===== config.mk =====
export PLATFORM = sky130hd
export DESIGN_NAME = icmp_payload_buf_ctrl
export DESIGN_NICKNAME = d
export VERILOG_FILES = /design/src/rtl/icmp_pkg.sv /design/src/rtl/icmp_buf_rd_skid.sv /design/src/rtl/icmp_payload_buf_ctrl.sv
export SDC_FILE = /design/constraint.sdc
export NUM_CORES = 1
export LEC_CHECK = 0
export ABC_AREA = 0
export CAP_MARGIN = 20
export CORE_MARGIN = 4
export CORE_UTILIZATION = 45
export CTS_CLUSTER_DIAMETER = 150
export DETAILED_ROUTE_END_ITERATION = 12
export HOLD_SLACK_MARGIN = 0.08
export PLACE_DENSITY = 0.69
export SLEW_MARGIN = 20
export SYNTH_ARGS = -nofsm -noshare
export SYNTH_HDL_FRONTEND = slang
export SYNTH_HIERARCHICAL = 1
export SYNTH_SLANG_ARGS = --single-unit

===== constraint.sdc =====
create_clock -name clk -period 4.8 [get_ports clk]
set_input_delay 0.72 -clock clk [delete_from_list [all_inputs] [get_ports clk]]
set_output_delay 0.72 -clock clk [all_outputs]
set_load 0.1 [all_outputs]

===== src/rtl/icmp_pkg.sv =====
// -----------------------------------------------------------------------------
// icmp_pkg
// Shared definitions for the ICMP echo payload buffer.
//   - buf_state_e      : sequencing FSM states (IDLE, WRITE, DROP, HOLD, READ)
//   - ICMP_BUF_ADDR_W  : payload RAM address width (2^11 = 2048 bytes)
//   - ICMP_BUF_DATA_W  : payload byte width
//   - ICMP_DROP_CNT_W  : width of the optional discarded-packet counter
//   - drop_cnt_inc     : saturating increment for that counter
// -----------------------------------------------------------------------------
package icmp_pkg;

   localparam int ICMP_BUF_ADDR_W = 11;
   localparam int ICMP_BUF_DATA_W = 8;
   localparam int ICMP_DROP_CNT_W = 16;

   typedef enum logic [2:0] {
      IDLE  = 3'd0,
      WRITE = 3'd1,
      DROP  = 3'd2,
      HOLD  = 3'd3,
      READ  = 3'd4
   } buf_state_e;

   // Saturating increment: the counter sticks at all-ones instead of wrapping.
   function automatic logic [ICMP_DROP_CNT_W-1:0] drop_cnt_inc(
      input logic [ICMP_DROP_CNT_W-1:0] value
   );
      return (&value) ? value : value + ICMP_DROP_CNT_W'(1);
   endfunction

endpackage : icmp_pkg


===== src/rtl/icmp_buf_rd_skid.sv =====
// -----------------------------------------------------------------------------
// icmp_buf_rd_skid
// Two-entry output skid for the payload readout. It absorbs the one-cycle RAM
// read latency while tx_ready is low, and grants read-address issue credit so
// that the skid can never be overrun: every issued address is guaranteed a
// slot when its data returns one cycle later.
//
// Ports
//   clk, rst_n      : clock, synchronous active-low reset
//   issue           : a RAM read address is presented this cycle
//   issue_last      : the address being issued is the final payload byte
//   ram_rd_data     : RAM read data, valid the cycle after issue
//   tx_ready        : downstream accepts the head byte
//   credit_ok       : an address may be issued this cycle
//   tx_valid        : head entry is valid
//   tx_data         : head entry byte (registered)
//   tx_last         : head entry is the final byte (qualified by tx_valid)
// -----------------------------------------------------------------------------
module icmp_buf_rd_skid
   import icmp_pkg::*;
#(
   parameter int DATA_W = ICMP_BUF_DATA_W
) (
   input  logic              clk,
   input  logic              rst_n,
   input  logic              issue,
   input  logic              issue_last,
   input  logic [DATA_W-1:0] ram_rd_data,
   input  logic              tx_ready,
   output logic              credit_ok,
   output logic              tx_valid,
   output logic [DATA_W-1:0] tx_data,
   output logic              tx_last
);

   // A read issued last cycle whose data is on ram_rd_data now.
   logic              pend_q;
   logic              pend_last_q;

   // Entry count (0..2); head drives the outputs, tail is the skid slot.
   logic [1:0]        cnt_q;
   logic [DATA_W-1:0] head_data_q;
   logic              head_last_q;
   logic [DATA_W-1:0] tail_data_q;
   logic              tail_last_q;

   logic              push;
   logic              pop;
   logic [2:0]        occupancy;

   assign tx_valid = (cnt_q != 2'd0);
   assign tx_data  = head_data_q;
   assign tx_last  = head_last_q && tx_valid;

   assign push = pend_q;
   assign pop  = tx_valid && tx_ready;

   // Entries that will still be held next cycle, counting the byte in flight
   // from the RAM. A new issue is allowed only while this leaves a free slot.
   assign occupancy = {1'b0, cnt_q} + {2'b00, pend_q} - {2'b00, pop};
   assign credit_ok = (occupancy < 3'd2);

   // NOTE: sequential state is assigned with <= so every flop samples the
   // pre-edge values; blocking = here would make results order-dependent.
   // NOTE: these data registers are reset because they drive tx_data, which
   // must read 0 out of reset; the payload RAM itself is never reset, its
   // contents only become meaningful once pkt_avail/payload_len say so.
   always_ff @(posedge clk) begin
      if (!rst_n) begin
         pend_q      <= 1'b0;
         pend_last_q <= 1'b0;
         cnt_q       <= 2'd0;
         head_data_q <= '0;
         head_last_q <= 1'b0;
         tail_data_q <= '0;
         tail_last_q <= 1'b0;
      end else begin
         pend_q      <= issue;
         pend_last_q <= issue && issue_last;

         case ({push, pop})
            2'b10: begin
               if (cnt_q == 2'd0) begin
                  head_data_q <= ram_rd_data;
                  head_last_q <= pend_last_q;
               end else begin
                  tail_data_q <= ram_rd_data;
                  tail_last_q <= pend_last_q;
               end
               cnt_q <= cnt_q + 2'd1;
            end
            2'b01: begin
               // Tail moves up; with one entry this copies a stale slot into
               // an empty head, which tx_valid masks.
               head_data_q <= tail_data_q;
               head_last_q <= tail_last_q;
               cnt_q       <= cnt_q - 2'd1;
            end
            2'b11: begin
               if (cnt_q == 2'd2) begin
                  head_data_q <= tail_data_q;
                  head_last_q <= tail_last_q;
                  tail_data_q <= ram_rd_data;
                  tail_last_q <= pend_last_q;
               end else begin
                  head_data_q <= ram_rd_data;
                  head_last_q <= pend_last_q;
               end
            end
            default: ;
         endcase
      end
   end

endmodule : icmp_buf_rd_skid


===== src/rtl/icmp_payload_buf_ctrl.sv =====
// -----------------------------------------------------------------------------
// icmp_payload_buf_ctrl
// Sequencing controller for the ICMP echo payload buffer (simple dual-port
// RAM instantiated one level up). Writes one received echo-request payload
// into the RAM, records its length, holds it until the reply builder asks for
// it, then streams it back out with valid/ready backpressure.
//
// Optional feature: define ICMP_BUF_DROP_CNT_EN to add the drop_cnt output, a
// saturating count of discarded packets (rx_err, overflow, or rx_start while
// a packet is held or being read).
//
// Ports
//   clk, rst_n                           : clock, synchronous active-low reset
//   rx_start/rx_valid/rx_data/rx_last    : payload stream from the RX parser
//   rx_err                               : discard the packet being written
//   tx_req                               : reply builder requests the payload
//   tx_ready/tx_valid/tx_data/tx_last    : payload stream to the TX builder
//   pkt_avail                            : complete payload stored, not read
//   payload_len                          : stored byte count, 1..2^ADDR_W
//   ram_wr_en/ram_wr_addr/ram_wr_data    : RAM write port (registered)
//   ram_rd_addr/ram_rd_data              : RAM read port, 1-cycle latency
//   drop_cnt (ICMP_BUF_DROP_CNT_EN only) : discarded-packet counter
// -----------------------------------------------------------------------------
module icmp_payload_buf_ctrl
   import icmp_pkg::*;
#(
   parameter int ADDR_W = ICMP_BUF_ADDR_W,
   parameter int DATA_W = ICMP_BUF_DATA_W,
   parameter int LEN_W  = ADDR_W + 1
) (
   input  logic              clk,
   input  logic              rst_n,
   input  logic              rx_start,
   input  logic              rx_valid,
   input  logic [DATA_W-1:0] rx_data,
   input  logic              rx_last,
   input  logic              rx_err,
   input  logic              tx_req,
   input  logic              tx_ready,
   output logic              tx_valid,
   output logic [DATA_W-1:0] tx_data,
   output logic              tx_last,
   output logic              pkt_avail,
   output logic [LEN_W-1:0]  payload_len,
   output logic              ram_wr_en,
   output logic [ADDR_W-1:0] ram_wr_addr,
   output logic [DATA_W-1:0] ram_wr_data,
   output logic [ADDR_W-1:0] ram_rd_addr,
   input  logic [DATA_W-1:0] ram_rd_data
`ifdef ICMP_BUF_DROP_CNT_EN
   ,
   output logic [ICMP_DROP_CNT_W-1:0] drop_cnt
`endif
);

   localparam logic [LEN_W-1:0] BUF_DEPTH = LEN_W'(2 ** ADDR_W);

   buf_state_e       state_q;
   buf_state_e       state_d;

   // Pointers are one bit wider than the RAM address so that "full"
   // (write side) and "past the end" (read side) are representable.
   logic [LEN_W-1:0] wr_ptr_q;
   logic [LEN_W-1:0] rd_ptr_q;

   logic             wr_clear;
   logic             wr_fire;
   logic             len_load;
   logic             buf_full;
   logic             rd_issue;
   logic             rd_issue_last;
   logic             credit_ok;
   logic             tx_done;

   assign buf_full      = (wr_ptr_q == BUF_DEPTH);
   assign tx_done       = tx_valid && tx_ready && tx_last;
   assign rd_issue      = (state_q == READ) && (rd_ptr_q < payload_len) && credit_ok;
   assign rd_issue_last = (rd_ptr_q == payload_len - LEN_W'(1));
   assign ram_rd_addr   = rd_ptr_q[ADDR_W-1:0];

   // ---------------------------------------------------------------------------
   // FSM
   // ---------------------------------------------------------------------------
   always_ff @(posedge clk) begin
      if (!rst_n) begin
         state_q <= IDLE;
      end else begin
         state_q <= state_d;
      end
   end

   // NOTE: every signal written here gets a default first, so no path through
   // the case can leave one unassigned and infer a latch.
   always_comb begin
      state_d  = state_q;
      wr_clear = 1'b0;
      wr_fire  = 1'b0;
      len_load = 1'b0;

      case (state_q)
         IDLE: begin
            // tx_req is deliberately not looked at here.
            if (rx_start) begin
               state_d  = WRITE;
               wr_clear = 1'b1;
            end
         end

         WRITE: begin
            // Error wins over everything, including a byte carrying rx_last.
            if (rx_err) begin
               state_d = IDLE;
            end else if (rx_start) begin
               wr_clear = 1'b1;
            end else if (rx_valid) begin
               if (buf_full) begin
                  state_d = DROP;
               end else begin
                  wr_fire = 1'b1;
                  if (rx_last) begin
                     len_load = 1'b1;
                     state_d  = HOLD;
                  end
               end
            end
         end

         DROP: begin
            if (rx_start) begin
               state_d  = WRITE;
               wr_clear = 1'b1;
            end else if (rx_valid && rx_last) begin
               state_d = IDLE;
            end
         end

         HOLD: begin
            // rx_start is dropped here; the stored packet is never touched.
            if (tx_req) begin
               state_d = READ;
            end
         end

         READ: begin
            if (tx_done) begin
               state_d = IDLE;
            end
         end

         default: state_d = IDLE;
      endcase
   end

   // ---------------------------------------------------------------------------
   // Datapath registers
   // ---------------------------------------------------------------------------
   always_ff @(posedge clk) begin
      if (!rst_n) begin
         wr_ptr_q    <= '0;
         rd_ptr_q    <= '0;
         ram_wr_en   <= 1'b0;
         ram_wr_addr <= '0;
         ram_wr_data <= '0;
         payload_len <= '0;
         pkt_avail   <= 1'b0;
      end else begin
         if (wr_clear) begin
            wr_ptr_q <= '0;
         end else if (wr_fire) begin
            wr_ptr_q <= wr_ptr_q + LEN_W'(1);
         end

         ram_wr_en <= wr_fire;
         if (wr_fire) begin
            ram_wr_addr <= wr_ptr_q[ADDR_W-1:0];
            ram_wr_data <= rx_data;
         end

         if (len_load) begin
            payload_len <= wr_ptr_q + LEN_W'(1);
         end

         // Raised from the first HOLD cycle, so it trails the last byte by two
         // cycles and lines up with the final ram_wr_* beat having landed.
         if (tx_done) begin
            pkt_avail <= 1'b0;
         end else if (state_q == HOLD) begin
            pkt_avail <= 1'b1;
         end

         // Parked at 0 outside READ so address 0 is on the bus the cycle
         // after tx_req.
         if (state_q != READ) begin
            rd_ptr_q <= '0;
         end else if (rd_issue) begin
            rd_ptr_q <= rd_ptr_q + LEN_W'(1);
         end
      end
   end

   // ---------------------------------------------------------------------------
   // Output skid
   // ---------------------------------------------------------------------------
   icmp_buf_rd_skid #(
      .DATA_W (DATA_W)
   ) u_rd_skid (
      .clk         (clk),
      .rst_n       (rst_n),
      .issue       (rd_issue),
      .issue_last  (rd_issue_last),
      .ram_rd_data (ram_rd_data),
      .tx_ready    (tx_ready),
      .credit_ok   (credit_ok),
      .tx_valid    (tx_valid),
      .tx_data     (tx_data),
      .tx_last     (tx_last)
   );

`ifdef ICMP_BUF_DROP_CNT_EN
   // ---------------------------------------------------------------------------
   // Discarded-packet counter
   // ---------------------------------------------------------------------------
   logic drop_evt;

   // Mirrors the WRITE priority above: an overflow only counts when the byte
   // is not pre-empted by rx_err or rx_start.
   assign drop_evt = ((state_q == WRITE) &&
                      (rx_err || (!rx_start && rx_valid && buf_full))) ||
                     (((state_q == HOLD) || (state_q == READ)) && rx_start);

   always_ff @(posedge clk) begin
      if (!rst_n) begin
         drop_cnt <= '0;
      end else if (drop_evt) begin
         drop_cnt <= drop_cnt_inc(drop_cnt);
      end
   end
`endif

endmodule : icmp_payload_buf_ctrl


## Word-level counts from Yosys, hierarchy flattened

Index checks and enable logic that the tools add are counted.

- Bits of input ports: 24
- Bits in registers: 82
- ROM bits: 0
- Bits in latches: 0
- Word-level logic and storage cells: 104
- Output and inout bits: 54
- Memory bits (writable): 0
- Memories: 0

- Add/sub/neg operators: 7
- Shift operators: 0
- Reduce and logical (&&, ||, !) cells: 20
- Bitwise operators: 1
- Muxes and demuxes: 38
- Equal/unequal tests: 21
- Div/mod/pow operators: 0
- Multipliers: 0
- Magnitude comparators: 2

Operator list:

| kind | number |
|---|---|
| $mux 8 | 4 |
| $mux 3 | 10 |
| $add 12x1->12 const B | 2 |
| $pmux 8 s3 | 1 |
| $mux 1 | 17 |
| $pmux 8 s2 | 1 |
| $pmux 3 s5 | 1 |
| $eq 12x12->1 | 1 |
| $eq 12x12->1 const B | 1 |
| $lt 12x12->1 | 1 |
| $ne 3x3->1 const B | 4 |
| $sub 12x1->12 const B | 1 |
| $ne 2x2->1 const B | 4 |
| $reduce_or 2->1 | 4 |
| $logic_and 1x1->1 | 7 |
| $reduce_and 7->1 | 1 |
| $eq 2x2->1 const B | 3 |
| $eq 3x2->1 const B | 2 |
| $reduce_bool 2->1 | 3 |
| $ne 2x1->1 const B | 2 |
| $ne 4x4->1 const B | 1 |
| $pmux 1 s2 | 2 |
| $pmux 2 s2 | 1 |
| $add 2x1->3 | 1 |
| 14 further kinds | 14 |

## Depth between registers and ports, before layout

- Word-level depth: 6
- Mapped depth: 12
- Mapped depth without buffers: 10

## By module

Netlist, hierarchy kept.

By module, submodules not included:

| module | sequential area each (sq um) | area each (sq um) | cells each | times used |
|---|---|---|---|---|
| icmp_payload_buf_ctrl | 1201.2 | 3524.6 | 433 | 1 |
| icmp_buf_rd_skid | 440.4 | 1217.4 | 133 | 1 |

## Least setup slack after synthesis

OpenSTA, ideal clock, no wires.

- Path kind: register -> register
- Start point: reg u_rd_skid.cnt_q[0]
- End point: reg state_q[0]
- Data required time: 4.678 ns
- Clock period less this slack: 3.613 ns
- Stages on the path, launching flop included: 10
- Path slack: 1.187 ns
- Arrival time: 3.491 ns
- Buffers on the path: 2
- Library setup time: 0.122 ns
- Path through: dfxtp_1 > buf_6 > nor2_2 > inv_2 > clkbuf_1 > and2_1 > nand3_1 > a32oi_1 > o211ai_1 > o311a_1

- Cells in the longest elaborated chain, start to end: 5
- Elaborated cells on any way between the ends: 6
- Those cells by class: 1 x eq/ne; 5 x reduce/logical

Ends and longest elaborated chain:

| element | line | RTL |
|---|---|---|
| from (decl) | icmp_buf_rd_skid.sv:41 | `logic [1:0] cnt_q;` |
| from (signal assigned) | icmp_buf_rd_skid.sv:90 | `cnt_q <= cnt_q + 2'd1;` |
| from (signal assigned) | icmp_buf_rd_skid.sv:97 | `cnt_q <= cnt_q - 2'd1;` |
| $reduce_bool 2->1 | icmp_buf_rd_skid.sv:51 | `assign tx_valid = (cnt_q != 2'd0);` |
| via tx_valid | icmp_payload_buf_ctrl.sv:40 | `output logic tx_valid,` |
| $logic_and 1x1->1 | icmp_buf_rd_skid.sv:53 | `assign tx_last = head_last_q && tx_valid;` |
| via tx_last | icmp_payload_buf_ctrl.sv:42 | `output logic tx_last,` |
| $logic_and 1x1->1 | icmp_payload_buf_ctrl.sv:76 | `assign tx_done = tx_valid && tx_ready && tx_last;` |
| $ne 2x2->1 (no line) | - |  |
| $reduce_and 7->1 (no line) | - |  |
| to (signal assigned) | icmp_payload_buf_ctrl.sv:88 | `state_q <= state_d;` |
| to (decl) | icmp_payload_buf_ctrl.sv:58 | `buf_state_e state_q;` |

The timed path passes the listed nets, and every way through them passes these cells.
A chain may end at the register's enable or synchronous reset.

## Final worst setup path

- Start point: in tx_ready
- End point: reg rd_ptr_q[8]

- Cells in the longest elaborated chain, start to end: 4

Ends and longest elaborated chain:

| element | line | RTL |
|---|---|---|
| from (decl) | icmp_payload_buf_ctrl.sv:39 | `input logic tx_ready,` |
| $logic_and 1x1->1 | icmp_buf_rd_skid.sv:56 | `assign pop = tx_valid && tx_ready;` |
| $sub 3x1->3 | icmp_buf_rd_skid.sv:60 | `assign occupancy = {1'b0, cnt_q} + {2'b00, pend_q} - {2'b00, pop};` |
| $lt 3x2->1 | icmp_buf_rd_skid.sv:61 | `assign credit_ok = (occupancy < 3'd2);` |
| via credit_ok | icmp_payload_buf_ctrl.sv:72 | `logic credit_ok;` |
| $logic_and 1x1->1 | icmp_payload_buf_ctrl.sv:77 | `assign rd_issue = (state_q == READ) && (rd_ptr_q < payload_len) && credit_ok;` |
| to (signal assigned) | icmp_payload_buf_ctrl.sv:196 | `rd_ptr_q <= rd_ptr_q + LEN_W'(1);` |
| to (decl) | icmp_payload_buf_ctrl.sv:64 | `logic [LEN_W-1:0] rd_ptr_q;` |

The timed path passes the listed nets, and every way through them passes these cells.

==> summary.md <==
| Metric | Value |
|---|---|
| Layout area overhead | 19.3% |
| Syn. warnings | 6 |
| Die area | 12,200 µm² |
| F_max | 0.295 GHz |
| Critical Path End Type | flop |
| Worst Path Arrival | 3.67 ns |
| Final Wtd Congestion | 0.849 |
| Hold Path Class | flop to flop |
| Die W | 111 µm |
| Synth Net Count | ~600 |
| Clk_lat worst skew | 0.35 ns |
| CP Launch Point | tx_ready |
| Rel. slew slack | 32.3% |
| Switching share of power | 26.8% |
| Dpl ws | 1.09 ns |
| Routed len/inst | 15.6 µm |
| Setup TNS | 0 ns |
| Run status | finished, final reports clean |
| Gr usage total | 18.8% |
| Final Hold Fails | 0 |
| Combinational share of power | 11.9% |
| Final worst slack | 1.41 ns |
| Multi-input logic area | 2730 µm² |
| Root buf cell | clkbuf_8 |
| First-pass GRT wire length | 19,600 µm |
| Syn Inst Count | 566 |
| Clk_skew | 0.0102 ns |
| Crit Path Max Fanout | 14 |
| Reg area | around 1600 µm² |
| I/O Buffers | 77 |
| Worst reg2reg path startpoint | u_rd_skid/cnt_q[0]$_SDFFE_PN0P_ |
| Final Slew Violations | 0 |
| DR iter-0 viols | 187 |
| Post-route minimum period | between 3 and 4 ns |
| Vias in the first global route | 4,032 |
| Yosys top cell area share | 34.6% |
| Initial antenna violation count | 0 |
| Synthesized area | 4740 µm² |
| Post-route insts no fill | 753 |
| Post-DP HPWL | 8610 µm |
| Top post-synthesis cells by area | dfxtp_1 35%, ha_1 5.3%, nand3_1 4.5% |
| WS Path Type | input pin to flop |
| Num CTS Buffers | 9 |
| Actual slew at the worst max-slew pin | 1.01 ns |
| Post-route ant nets | 0 |
| Min-delay src | pkt_avail$_SDFFE_PP0P_ |
| VDD IR max | 0.128 mV |
| Placed cell count | 738 |
| MaxCap Viol Count | 0 |
| Yosys cell types | 59 |
| Fillers | 1,000 |
| Top_reg_cell synth | dfxtp_1 |
| EDFF count, synth | 0 |
| Grt total ovfl | 0 |
| Sink Count | 82 |
| Seq pwr share | 51.1% |
| Setup bufs post-CTS | 0 |
| Int Pwr | 0.000998 W |
| Routed vias | ~4,200 |
| CP startpoint kind | input pin |
| Maximum number of pins on one net before global-route repair | 34 |
| Synth area leader | dfxtp_1 |
| Drt first pass iters | 4 |
| Nets | 658 |
| Core Box Area | 10,300 µm² |
| P_leak | 1.86 nW |
| DRC | 0 |
| DP Area | about 5500 µm² |
| I/O pins | 78 |
| Power per standard cell area | ~240 nW/µm² |
| Critical Path RT | 5.08 ns |
| Post-cts gate resize count | 0 |
| Hold-fix buffers at CTS | 0 |
| Total Power | around 0.0014 W |
| H-tree Lvls | 3 |
| Antenna Cells | 0 |
| RSZ-0062 raised after global routing | no |
| Final setup violating endpoints | 0 |
| #FFs+latches synth | a little over 80 |
| Final Cycle Share | 70.5% |
| Post-synthesis sequential area ratio | 34.6% |
| Initial Util | 46.1% |
| Clock power share | 37.0% |
| Clk slew on worst S/H paths | 0.08 ns |
| Vias per cell | 5.55 |
| Async SR Flop Fraction | 0% |
| Final instance area | 5660 µm² |
| P_sw | 0.000365 W |
| CTS tree | done |
| Core Rows | 37 |
| Top cells by count, synth | 82 x dfxtp_1, 46 x nand2_1, 43 x nand3_1 |
| Die H | 111 µm |
| Share of cells above drive strength 1 | ~6.8% |
| Avg Cell Area, Syn | between 8 and 9 µm² |
| Top-count cell post-synth | dfxtp_1 |
| WL final | 11,700 µm |
| Clock buffer depth | 2 |
## registers in the layout (all words and copies together), names as in the netlist
signal	cells
u_rd_skid/pend_last_q	1
u_rd_skid/tail_last_q	1
ram_wr_data	8
u_rd_skid/tx_data	8
ram_wr_en	1
u_rd_skid/tail_data_q	8
u_rd_skid/cnt_q	2
u_rd_skid/head_last_q	1
wr_ptr_q	12
pkt_avail	1
ram_wr_addr	11
payload_len	12
state_q	3
rd_ptr_q	12
u_rd_skid/pend_q	1
## power groups by stage
stage	registers, W	clock network (W)	logic, W
floorplan	0.000741	0	0.0000825
global placement	0.000713	0	0.000158
detailed placement	0.000713	0	0.000161
CTS	0.000697	0.000522	0.000162
global route	0.000698	0.000549	0.000175
finish	0.000697	0.000505	0.000162
## metal layers
metal	global-route usage (%)	up-vias	share of wire, %
met5	0	-	0
met1	23.4	1962	44
li1	-	2107	-
met4	4.52	0	1.3
met3	5.40	12	4.8
met2	32.3	98	50
## worst max-delay path, stage by stage
cell             delay, ns
clkdlybuf4s50_1       0.48
o21a_1                0.40
ha_1                  0.32
nor2_1                0.11
fa_1                  0.42
nor2_1                0.14
nand3b_1              0.37
nor4_1                0.47
mux2i_1               0.23
## cell type report
class / instances / area share [%]
Clock buffer: 11 / 2.50
Tap cell: 136 / 3.01
Multi-Input combinational cell: 407 / 48.2
Clock inverter: 4 / 0.907
Timing Repair Buffer: 83 / 14.4
Sequential cell: 82 / 29.0
Inverter: 30 / 1.99
## per-stage QoR
| stage | hold WS (ns) | utilization, % |
|---|---|---|
| final | 0.452 | 55.1 |
| after global placement | 0.442 | 53.2 |
| after global routing | 0.483 | 55.1 |
| after floorplan | 0.445 | - |
| after CTS | 0.462 | 55.1 |
| after detailed placement | 0.450 | 53.2 |
## path summary, 6_finish.rpt
kind | endpoint | cells after the start | slack (ns)
worst max-delay path | rd_ptr_q[8]$_SDFFE_PP0P_ | 9 | 1.41
worst min-delay path | pkt_avail$_SDFFE_PP0P_ | 2 | 0.45
worst max register to register | rd_ptr_q[8]$_SDFFE_PP0P_ | 8 | 1.62
worst min register to register | pkt_avail$_SDFFE_PP0P_ | 2 | 0.45
## placed cells by master (no fill, tap or decap), types with 2 or more instances in the layout
cell	instances
dfxtp_1	82
clkdlybuf4s50_1	77
nand2_1	46
nand3_1	43
a21oi_1	42
nor2_1	33
inv_1	29
xor2_1	20
ha_1	20
nor3_1	17
xnor2_1	17
o21ai_0	16
a211oi_1	14
nor4_1	12
nand2b_1	12
mux2i_1	12
nand4_1	11
o211ai_1	11
o31ai_1	11
clkbuf_8	10
and3_1	9
a311oi_2	9
buf_4	6
and2_1	5
nand3b_1	4
o22ai_1	3
nor2b_1	3
and4_1	3
o21a_1	2
nor3b_1	2
or4_4	2
a211o_1	2
or3_1	2
## cell families after synthesis
| family | after synthesis | share of synthesized area, % |
|---|---|---|
| flip-flops | 82 | 34.6 |
| AND/OR/NAND/NOR | 215 | 24.1 |
| adder cells (fa/ha/maj) | 21 | 5.70 |
| multiplexers | 13 | 2.77 |
| AO/OA/AOI/OAI | 121 | 18.0 |
| buffers and inverters | 77 | 7.97 |
| XOR/XNOR | 37 | 6.83 |
No activity file was read; power rests on OpenSTA's default activity.
